**src/rtl/kbd_test_selector.sv**
```systemverilog
// Keyboard-driven video-mode / self-test selector with a handshaked one-at-a-time test request channel.
// Define KBD_TEST_SEL_KEYPAD_ALIAS_EN to let the numeric keypad alias the digit keys.
module kbd_test_selector #(
  parameter int NUM_TESTS   = 5,
  parameter int ACK_TIMEOUT = 1048576
) (
  input  logic                 clk_i,
  input  logic                 rst_i,
  input  logic                 key_event_i,
  input  logic [7:0]           scancode_i,
  input  logic                 released_i,
  input  logic                 extended_i,
  input  logic [NUM_TESTS-1:0] test_ack_i,
  output logic [NUM_TESTS-1:0] test_req_o,
  output logic                 busy_o,
  output logic [2:0]           active_test_o,
  output logic                 rejected_o,
  output logic                 timeout_o,
  output logic                 mode_o,
  output logic                 vga_o,
  output logic                 hidetextwindow_o
);
  localparam int CNT_W = $clog2(ACK_TIMEOUT);
  localparam logic [CNT_W-1:0] CNT_LAST = CNT_W'(ACK_TIMEOUT - 1);

  typedef enum logic [1:0] {S_IDLE = 2'd0, S_REQ = 2'd1, S_WAIT = 2'd2} state_t;

  // {hit, mode, vga} for the direct video-mode keys
  function automatic logic [2:0] video_decode(input logic [7:0] sc);
    logic [2:0] r;
    case (sc)
      8'h16:   r = 3'b100;
      8'h1E:   r = 3'b110;
      8'h26:   r = 3'b111;
`ifdef KBD_TEST_SEL_KEYPAD_ALIAS_EN
      8'h69:   r = 3'b100;
      8'h72:   r = 3'b110;
      8'h7A:   r = 3'b111;
`endif
      default: r = 3'b000;
    endcase
    return r;
  endfunction

  // {hit, channel} for the test keys
  function automatic logic [3:0] test_decode(input logic [7:0] sc);
    logic [3:0] r;
    case (sc)
      8'h25:   r = 4'b1000;
      8'h2E:   r = 4'b1001;
      8'h36:   r = 4'b1010;
      8'h3D:   r = 4'b1011;
      8'h3E:   r = 4'b1100;
      8'h46:   r = 4'b1101;
`ifdef KBD_TEST_SEL_KEYPAD_ALIAS_EN
      8'h6B:   r = 4'b1000;
      8'h73:   r = 4'b1001;
      8'h74:   r = 4'b1010;
      8'h6C:   r = 4'b1011;
      8'h75:   r = 4'b1100;
      8'h7D:   r = 4'b1101;
`endif
      default: r = 4'b0000;
    endcase
    return r;
  endfunction

  state_t               state_q, state_d;
  logic [CNT_W-1:0]     cnt_q, cnt_d;
  logic [2:0]           active_test_q, active_test_d;
  logic [NUM_TESTS-1:0] test_req_q, test_req_d;
  logic                 busy_q, busy_d;
  logic                 rejected_q, rejected_d;
  logic                 timeout_q, timeout_d;
  logic                 mode_q, mode_d;
  logic                 vga_q, vga_d;
  logic                 hide_q, hide_d;

  logic       evt_s, brk_s, esc_s, test_hit_s, ack_sel_s;
  logic [2:0] vid_s;
  logic [3:0] tkey_s;

  assign evt_s      = key_event_i & ~extended_i;
  assign brk_s      = evt_s & released_i;
  assign esc_s      = brk_s & (scancode_i == 8'h76);
  assign vid_s      = video_decode(scancode_i);
  assign tkey_s     = test_decode(scancode_i);
  assign test_hit_s = brk_s & tkey_s[3] & (int'(tkey_s[2:0]) < NUM_TESTS);

  // Acknowledge of the currently selected channel only
  always_comb begin
    ack_sel_s = 1'b0;
    for (int i = 0; i < NUM_TESTS; i++) begin
      ack_sel_s = ack_sel_s | (test_ack_i[i] & (active_test_q == 3'(i)));
    end
  end

  // Next-state logic: video mode, hide flag and test FSM
  always_comb begin
    state_d       = state_q;
    cnt_d         = cnt_q;
    active_test_d = active_test_q;
    rejected_d    = 1'b0;
    timeout_d     = 1'b0;
    mode_d        = mode_q;
    vga_d         = vga_q;
    hide_d        = hide_q;

    if (evt_s && (scancode_i == 8'h29)) begin
      hide_d = ~released_i;
    end else begin
      hide_d = hide_q;
    end

    if (brk_s && vid_s[2]) begin
      mode_d = vid_s[1];
      vga_d  = vid_s[0];
    end else if (brk_s && (scancode_i == 8'h05)) begin
      // F1 steps config 1 -> 2 -> 3 -> 1; the unused 01 encoding joins at 2
      case ({mode_q, vga_q})
        2'b00:   {mode_d, vga_d} = 2'b10;
        2'b10:   {mode_d, vga_d} = 2'b11;
        2'b11:   {mode_d, vga_d} = 2'b00;
        default: {mode_d, vga_d} = 2'b10;
      endcase
    end else begin
      mode_d = mode_q;
      vga_d  = vga_q;
    end

    case (state_q)
      S_IDLE: begin
        if (test_hit_s) begin
          state_d       = S_REQ;
          active_test_d = tkey_s[2:0];
          cnt_d         = '0;
        end else begin
          state_d = S_IDLE;
        end
      end
      S_REQ: begin
        rejected_d = test_hit_s;
        if (ack_sel_s) begin
          state_d = S_WAIT;
        end else if (esc_s) begin
          state_d = S_IDLE;
        end else if (cnt_q == CNT_LAST) begin
          state_d   = S_IDLE;
          timeout_d = 1'b1;
        end else begin
          cnt_d = cnt_q + CNT_W'(1);
        end
      end
      S_WAIT: begin
        rejected_d = test_hit_s;
        if (!ack_sel_s) begin
          state_d = S_IDLE;
        end else begin
          state_d = S_WAIT;
        end
      end
      default: state_d = S_IDLE;
    endcase

    busy_d = (state_d != S_IDLE);
    for (int i = 0; i < NUM_TESTS; i++) begin
      test_req_d[i] = (state_d == S_REQ) && (active_test_d == 3'(i));
    end
  end

  // State and output registers
  always_ff @(posedge clk_i or posedge rst_i) begin
    if (rst_i) begin
      state_q       <= S_IDLE;
      cnt_q         <= '0;
      active_test_q <= 3'd0;
      test_req_q    <= '0;
      busy_q        <= 1'b0;
      rejected_q    <= 1'b0;
      timeout_q     <= 1'b0;
      mode_q        <= 1'b1;
      vga_q         <= 1'b1;
      hide_q        <= 1'b0;
    end else begin
      state_q       <= state_d;
      cnt_q         <= cnt_d;
      active_test_q <= active_test_d;
      test_req_q    <= test_req_d;
      busy_q        <= busy_d;
      rejected_q    <= rejected_d;
      timeout_q     <= timeout_d;
      mode_q        <= mode_d;
      vga_q         <= vga_d;
      hide_q        <= hide_d;
    end
  end

  assign test_req_o       = test_req_q;
  assign busy_o           = busy_q;
  assign active_test_o    = active_test_q;
  assign rejected_o       = rejected_q;
  assign timeout_o        = timeout_q;
  assign mode_o           = mode_q;
  assign vga_o            = vga_q;
  assign hidetextwindow_o = hide_q;

endmodule

```
**config.mk**
```make
export PLATFORM = sky130hd
export DESIGN_NAME = kbd_test_selector
export DESIGN_NICKNAME = d
export VERILOG_FILES = /design/src/rtl/kbd_test_selector.sv
export SDC_FILE = /design/constraint.sdc
export NUM_CORES = 1
export LEC_CHECK = 0
export CORE_MARGIN = 2
export CORE_UTILIZATION = 60
export DETAILED_ROUTE_END_ITERATION = 10
export PLACE_DENSITY = 0.86
export SLEW_MARGIN = 20
export SYNTH_ARGS = -nofsm -noshare
export SYNTH_HDL_FRONTEND = slang
export SYNTH_SLANG_ARGS = --single-unit
export TNS_END_PERCENT = 30
```
**constraint.sdc**
```tcl
create_clock -name clk_i -period 3.9 [get_ports clk_i]
set_clock_uncertainty 0.1 [all_clocks]
set_input_delay 0.78 -clock clk_i [delete_from_list [all_inputs] [get_ports clk_i]]
set_output_delay 0.78 -clock clk_i [all_outputs]
set_load 0.005 [all_outputs]
```
# After elaboration in Yosys (flattened, before gate mapping)
# Index checks and enable logic that the tools add are counted.
[totals]
in_bits = 18
ff_bits = 36
output_inout_bits = 14
elab_cells = 100
[classes]
muxes = 26
n_bitwise = 16
n_lt_le_gt_ge = 1
add_sub_neg = 1
eq_ne = 30
n_reduce_logical = 16
[ops]
columns = ["cell", "count"]
rows = [
  ["2-to-1 mux 20 bit", 4],
  ["equality test 8 x 6 -> 1 bit, second input constant", 7],
  ["case mux 20 bit (2 select lines)", 1],
  ["case mux 4 bit (6 select lines)", 1],
  ["adder 20 x 1 -> 20 bit, second input constant", 1],
  ["equality test 20 bit, second input constant", 1],
  ["equality test 8 x 5 -> 1 bit, second input constant", 2],
  ["equality test 8 x 7 -> 1 bit, second input constant", 2],
  ["equality test 3 x 2 -> 1 bit, second input constant", 4],
  ["2-to-1 mux 1 bit", 12],
  ["bitwise AND 1 bit", 10],
  ["case mux 3 bit (3 select lines)", 1],
  ["equality test 8 x 3 -> 1 bit, second input constant", 1],
  ["logical AND 1 bit", 8],
  ["2-to-1 mux 2 bit", 4],
  ["!= test 2 bit, second input constant", 4],
  ["equality test 2 bit, second input constant", 3],
  ["equality test 3 x 1 -> 1 bit, second input constant", 2],
  ["equality test 3 bit, second input constant", 2],
  ["logical NOT 3 bit", 2],
  ["2-to-1 mux 3 bit", 2],
  ["case mux 2 bit (3 select lines)", 1],
  ["nonzero test 2 bit", 3],
  ["AND reduction 5 bit", 1],
  ["other kinds (6)", 11],
]

# Logic depth before layout (Yosys ltp)
# Gate-level depths: netlist (run 1).
[logic_depth]
word_depth = 10
depth_mapped = 7
ltp_nobuf = 6

# Worst setup path after synthesis (run 1)
# OpenSTA, ideal clock, no wires.
[synth_path]
kind = "in2reg"
startpoint = "in test_ack_i[0]"
endpoint = "reg cnt_q[12]"
slack_ps = 1500
path_buffers = 1
arrival_time_ps = 2174
setup_ps = 126
path_stages = 6
t_required_ps = 3674
path_cell_list = "mux2_4 > mux2i_4 > o2111ai_4 > o31a_1 > buf_6 > a221o_1"
[synth_via]
elab_chain_cells = 7
[synth_rtl]
columns = ["item", "line_no", "source"]
rows = [
  ["start, declared", "13", "input logic [NUM_TESTS-1:0] test_ack_i,"],
  ["bitwise AND 1 bit", "94", "ack_sel_s = ack_sel_s | (test_ack_i[i] & (active_test_q == 3'(i)));"],
  ["bitwise OR 1 bit (4 in a row)", "94", ""],
  ["!= test 2 bit (no source line)", "-", ""],
  ["AND reduction 5 bit (no source line)", "-", ""],
  ["end signal, assigned", "186", "cnt_q <= cnt_d;"],
  ["end, declared", "69", "logic [CNT_W-1:0] cnt_q, cnt_d;"],
]
# Every way passes these cells.
# A chain may end at the register's enable or synchronous reset.

# Worst setup path in the final report (run 1)
[layout_path]
startpoint = "in scancode_i[4]"
endpoint = "reg cnt_q[9]"
[layout_via]
elab_chain_cells = 6
word_cells_on_any_way = 15
classes_between = "order compare (1); eq/ne (9); mux (1); bitwise (3); reduce/logical (1)"
[layout_rtl]
columns = ["item", "line_no", "source"]
rows = [
  ["start, declared", "10", "input logic [7:0] scancode_i,"],
  ["equality test 8 x 7 -> 1 bit / equality test 8 x 6 -> 1 bit (equally long branches)", "48", "case (sc)"],
  ["case mux 4 bit (6 select lines)", "48", ""],
  ["< comparator 3 bit / bitwise AND 1 bit (equally long branches)", "88", "assign test_hit_s = brk_s & tkey_s[3] & (int'(tkey_s[2:0]) < NUM_TESTS);"],
  ["bitwise AND 1 bit", "88", ""],
  ["!= test 2 bit (no source line)", "-", ""],
  ["AND reduction 5 bit (no source line) *", "-", ""],
]
# Mark *: on every way between the ends. The rest lies on a longest branch, timed or not.

==> flow_metrics.tcl, run 1 <==
set metrics [dict create \
    status "completed" \
    syn2layout_area_growth_pct 16.5 \
    diodes 0 \
    fmax_mhz 310 \
    finalHoldViolCount 0 \
    synth_seq_cells 36 \
    grt_pass1_vias 2114 \
    crit_required_ns 4.02 \
    drt_iter0_markers 249 \
    setup_ws_ns 0.676 \
    grt_max_degree 25 \
    antenna_left 0 \
    antenna_found_initial 0 \
    drive_above_1_share 0.0980 \
    die-area_sq_um 4700 \
    maxCapViolations 0 \
    place_hpwl_um 4360 \
    tightest_slew_ns 0.920 \
    seq_area_frac_synth 0.362 \
    ys_warn_count 0 \
    grtUsageTotal 0.283 \
    rsz0062_at_grt "false" \
    fin_crit_sh 0.827 \
    final_max_slew_viol_count 0 \
    yosysUniqueCellTypes 65 \
    numPortBuffers 31 \
    start_util 0.625 \
    path_max_fanout 17 \
    layout_common_cells "34 x dfrtp_1, 31 x clkdlybuf4s50_1, 24 x nand2_1" \
    synth_ff_type "dfrtp_1" \
    drc_errors 0 \
    cts_tree "yes" \
    clk_pin_slew_worst_paths_ns 0.06 \
    grt_pass1_wl_um 9890 \
    place_area_sq_um 2820 \
    startpoint_type "input port" \
    cts-htree-levels 2 \
    cts-resized-gates 0 \
    syn_inst 270 \
    setup-violations-final 0 \
    grt-ovfl-total 0 \
    synth_edf_count 0 \
    drtPass1Iterations 6 \
    power.density_nw_per_um2 265 \
    leakagePower_nw 1.14 \
    clock-root-buffer "clkbuf_8" \
    vias 2316 \
    cts_setup_buffers 0 \
    hold_class "reg2reg" \
    synth_nets 293 \
    critPathKind "in2reg" \
    core_sq_um 4000 \
    die_y_um 68.5 \
    end_kind "flip-flop" \
    cts_made_buffers 5 \
    dpl_worst_slack_ns 0.413 \
    cp.arrival_ns 3.35 \
    post_drt_wl_per_cell_um 17.8 \
    ios 32 \
    synthArstFlopShare 1.00 \
    fp.dieW_um 68.5 \
    min_period_ns 3.22 \
    slew_headroom 0.386 \
    rrSetupSlack_ns 1.04 \
    tns_ns 0 \
    gp_congestion 0.858 \
    wl_um 6150 \
    power_w 0.000771 \
    hold_buffers 0 \
    final_common_cell "dfrtp_1" \
    fin_area_sq_um 2910 \
    clock_latency_ns 0.29 \
    fill_cells 301 \
    cts.path.max_buffers 2 \
    rows 23 \
    viasPerCell 6.69 \
    nets 319 \
    synth_area_sq_um 2500 \
    numClockSinks 36 \
    avgSynthCellArea_sq_um 9.25 \
    vdd_drop_max_mv 0.225 \
]
==> registers in the layout, summed over array words and instances (netlist names) <==
signal	count
active_test_o	3
rejected_o	1
vga_o	1
hidetextwindow_o	1
mode_o	1
timeout_o	1
busy_o	1
cnt_q	20
state_q	2
test_req_o	5
==> cell type report <==
class / count / area (sq um) / share of cell area
multi-input cells: 210 / 1490 / 0.512
flip-flops and latches: 36 / 903 / 0.310
repair buffers: 32 / 318 / 0.109
inverters: 11 / 41.3 / 0.0142
clock buffers: 7 / 96.3 / 0.0331
well taps: 50 / 62.6 / 0.0215
==> kinds of logic after synthesis <==
group / share of synthesized area
and+or+nand+nor: 0.318
DFF: 0.362
xor gates and xnor gates: 0.00351
AOI/OAI and AO/OA: 0.213
adders and majority gates: 0.0250
buffers and inverters: 0.0421
muxes: 0.0366
==> per-layer routing <==
layer  share of wire  up-vias  track usage
met5               0        -            0
met4           0.023        0        0.128
met3           0.060       26       0.0536
met2            0.48      107        0.433
met1            0.43     1079        0.388
li1                -     1104            -
==> synth_stat cells, drive strengths merged, types with 6 or more instances <==
| library cell | instances | area share |
|---|---|---|
| dfrtp | 34 | 0.34 |
| nand2 | 24 | 0.036 |
| nor2 | 18 | 0.028 |
| nor4 | 16 | 0.049 |
| nand3 | 15 | 0.030 |
| inv | 11 | 0.017 |
| a21oi | 10 | 0.020 |
| and3 | 8 | 0.020 |
| nand4 | 8 | 0.025 |
| o21ai | 8 | 0.016 |
| buf | 7 | 0.017 |
| nor3 | 7 | 0.016 |
| a211o | 6 | 0.021 |
| a21boi | 6 | 0.020 |
| clkbuf | 6 | 0.0090 |
| nor4b | 6 | 0.021 |
| o22a | 6 | 0.021 |
==> through the flow <==
stage / hold slack [ns] / util / std cells
floorplan: 0.370 / - / 270
global placement: 0.375 / 0.704 / 339
detailed placement: 0.371 / 0.704 / 339
CTS: 0.386 / 0.728 / 346
global route: 0.434 / 0.728 / 346
finish: 0.376 / 0.728 / 346
==> where the power goes <==
part / switching (W) / internal, W / leakage [nW]
Sequential: 0.0000142 / 0.000382 / 0.468
Combinational: 0.0000425 / 0.0000425 / 0.625
Clock: 0.000132 / 0.000157 / 0.0503
==> worst paths after layout <==
| kind | startpoint | end | depth (start not counted) |
|---|---|---|---|
| min in group asynchronous | rst_i | cnt_q[19]$_DFFE_PP0P_ | 2 |
| min reg2reg | hidetextwindow_o$_DFFE_PP0P_ | hidetextwindow_o$_DFFE_PP0P_ | 2 |
| max reg2reg | state_q[1]$_DFF_PP0_ | cnt_q[9]$_DFFE_PP0P_ | 5 |
| max | scancode_i[4] | cnt_q[9]$_DFFE_PP0P_ | 6 |
| max in group asynchronous | rst_i | vga_o$_DFFE_PP1P_ | 3 |
| min | hidetextwindow_o$_DFFE_PP0P_ | hidetextwindow_o$_DFFE_PP0P_ | 2 |
==> worst max-delay path, cell delays in order <==
cell             delay, ns
clkdlybuf4s50_1       0.73
xor2_1                0.29
o22ai_2               0.20
a21boi_2              0.66
o31a_1                0.46
a221o_1               0.22
(Power assumes the default switching activity.)
==> inputs of run 2 (changes only) <==
--- a/config.mk
+++ b/config.mk
@@ -6,9 +6,9 @@
 export NUM_CORES = 1
 export LEC_CHECK = 0
 export CORE_MARGIN = 2
-export CORE_UTILIZATION = 60
+export CORE_UTILIZATION = 56
 export DETAILED_ROUTE_END_ITERATION = 10
-export PLACE_DENSITY = 0.86
+export PLACE_DENSITY = 0.81
 export SLEW_MARGIN = 20
 export SYNTH_ARGS = -nofsm -noshare
 export SYNTH_HDL_FRONTEND = slang
==> constraint.sdc (replaced) <==
create_clock -name clk_i -period 3 [get_ports clk_i]
set_clock_uncertainty 0.1 [all_clocks]
set_input_delay 0.6 -clock clk_i [delete_from_list [all_inputs] [get_ports clk_i]]
set_output_delay 0.6 -clock clk_i [all_outputs]
set_load 0.005 [all_outputs]
==> run 2 against run 1 <==
Power grew 30%. Largest cell class unchanged. Global-route usage shrank 2.8 points. Critical path type unchanged. Critical endpoint is now test_req_o[2]$_DFF_PP0_. Largest power group unchanged. Wire length shrank 0.47%.
==> flow_metrics.tcl, run 2 (synthesis gave the netlist of run 1 again) <==
set metrics [dict create \
    leakagePower_nw 1.20 \
    grt-ovfl-total 0 \
    layout_common_cells "34 x dfrtp_1, 31 x clkdlybuf4s50_1, 24 x nand2_1" \
    drtPass1Iterations 4 \
    drive_above_1_share 0.135 \
    die_y_um 70.8 \
    grt_util_met2 0.453 \
    grtUsageTotal 0.255 \
    critPathKind "in2reg" \
    drt_iter0_markers 151 \
    die-area_sq_um 5010 \
    diodes 0 \
    place_hpwl_um 4410 \
    setup_ws_ns 0.332 \
    met3_usage 0.0399 \
    cts.path.max_buffers 2 \
    rows 24 \
    core_sq_um 4320 \
    met1_usage 0.314 \
    fin_crit_sh 0.889 \
    finalHoldViolCount 0 \
    cts-htree-levels 2 \
    clk_pin_slew_worst_paths_ns 0.07 \
    dpl_worst_slack_ns 0.0772 \
    power.density_nw_per_um2 332 \
    end_kind "flip-flop" \
    post_drt_wl_per_cell_um 16.9 \
    utilization 0.696 \
    fill_cells 353 \
    syn2layout_area_growth_pct 20.4 \
    grt_pass1_wl_um 10400 \
    wl_um 6130 \
    antenna_left 0 \
    startpoint_type "input port" \
    grt_max_degree 37 \
    tightest_slew_ns 0.622 \
    antenna_found_initial 0 \
    numPortBuffers 31 \
    nets 332 \
    status "completed" \
    cts-resized-gates 0 \
    min_period_ns 2.67 \
    vdd_drop_max_mv 0.231 \
    numClockSinks 36 \
    drc_errors 0 \
    gp_congestion 0.935 \
    largest_reg_flops 20 \
    cp.arrival_ns 2.75 \
    start_util 0.578 \
    tns_ns 0 \
    grt_pass1_vias 2328 \
    vias 2355 \
    cts_setup_buffers 0 \
    maxCapViolations 0 \
    ios 32 \
    rsz0062_at_grt "false" \
    cts_made_buffers 5 \
    busiest_layer "met2" \
    cts_tree "yes" \
    clock_latency_ns 0.29 \
    fmax_mhz 375 \
    top_register "cnt_q" \
    setup-violations-final 0 \
    reg2reg_depth 6 \
    final_common_cell "dfrtp_1" \
    viasPerCell 6.51 \
    hold_path_depth 2 \
    path_max_fanout 10 \
    hold_class "reg2reg" \
    crit_required_ns 3.08 \
    hold_buffers 0 \
    clock-root-buffer "clkbuf_8" \
    power_w 0.000998 \
    final_max_slew_viol_count 0 \
    fp.dieW_um 70.8 \
    slew_headroom 0.582 \
]
-- run 2: cell types whose count changed in the layout (fill, tap and decap cells not counted), sizes merged --
cell	before	now
buf	1	14
clkinvlp	0	1
-- run 2: final cells by class --
cell class,instances,area [sq um],share of cell area
multi-input cells,210,1490,0.495
flip-flops and latches,36,903,0.300
repair buffers,45,415,0.138
clock buffers,7,86.3,0.0287
well taps,52,65.1,0.0216
inverters,11,41.3,0.0137
clock inverters,1,7.51,0.00249
-- run 2: stage by stage --
stage / cells / area, sq um / hold slack (ns)
5_1_grt: 362 / 3010 / 0.433
3_3_place_gp: 354 / 2920 / 0.366
4_1_cts: 362 / 3010 / 0.399
6_report: 362 / 3010 / 0.392
2_1_floorplan: 270 / 2500 / 0.370
3_5_place_dp: 354 / 2920 / 0.387
-- run 2: critical path, stage by stage --
cell,delay [ns]
clkdlybuf4s50_1,0.68
xor2_1,0.16
o22a_1,0.29
nor4_1,0.54
o211ai_1,0.19
nor4b_1,0.29
-- run 2: worst paths after layout --
check	slack, ns	start	end
max in group asynchronous	1.83	rst_i	vga_o$_DFFE_PP1P_
worst min register to register	0.39	hidetextwindow_o$_DFFE_PP0P_	hidetextwindow_o$_DFFE_PP0P_
min in group asynchronous	0.60	rst_i	cnt_q[3]$_DFFE_PP0P_
worst max register to register	0.58	cnt_q[1]$_DFFE_PP0P_	cnt_q[0]$_DFFE_PP0P_
worst min-delay path	0.39	hidetextwindow_o$_DFFE_PP0P_	hidetextwindow_o$_DFFE_PP0P_
worst max-delay path	0.33	scancode_i[4]	test_req_o[2]$_DFF_PP0_
-- run 2: metal layers --
metal | vias to the layer above | share of wire
met1 | 1149 | 0.42
li1 | 1128 | -
met4 | 0 | 0.012
met2 | 70 | 0.52
met5 | - | 0
met3 | 8 | 0.052
-- run 2: report_power, final --
group          leakage, nW  switching [W]  internal (W)  total, W
clock network       0.0445       0.000179      0.000187  0.000365
logic                0.689      0.0000573     0.0000613  0.000119
registers            0.468      0.0000180      0.000496  0.000514
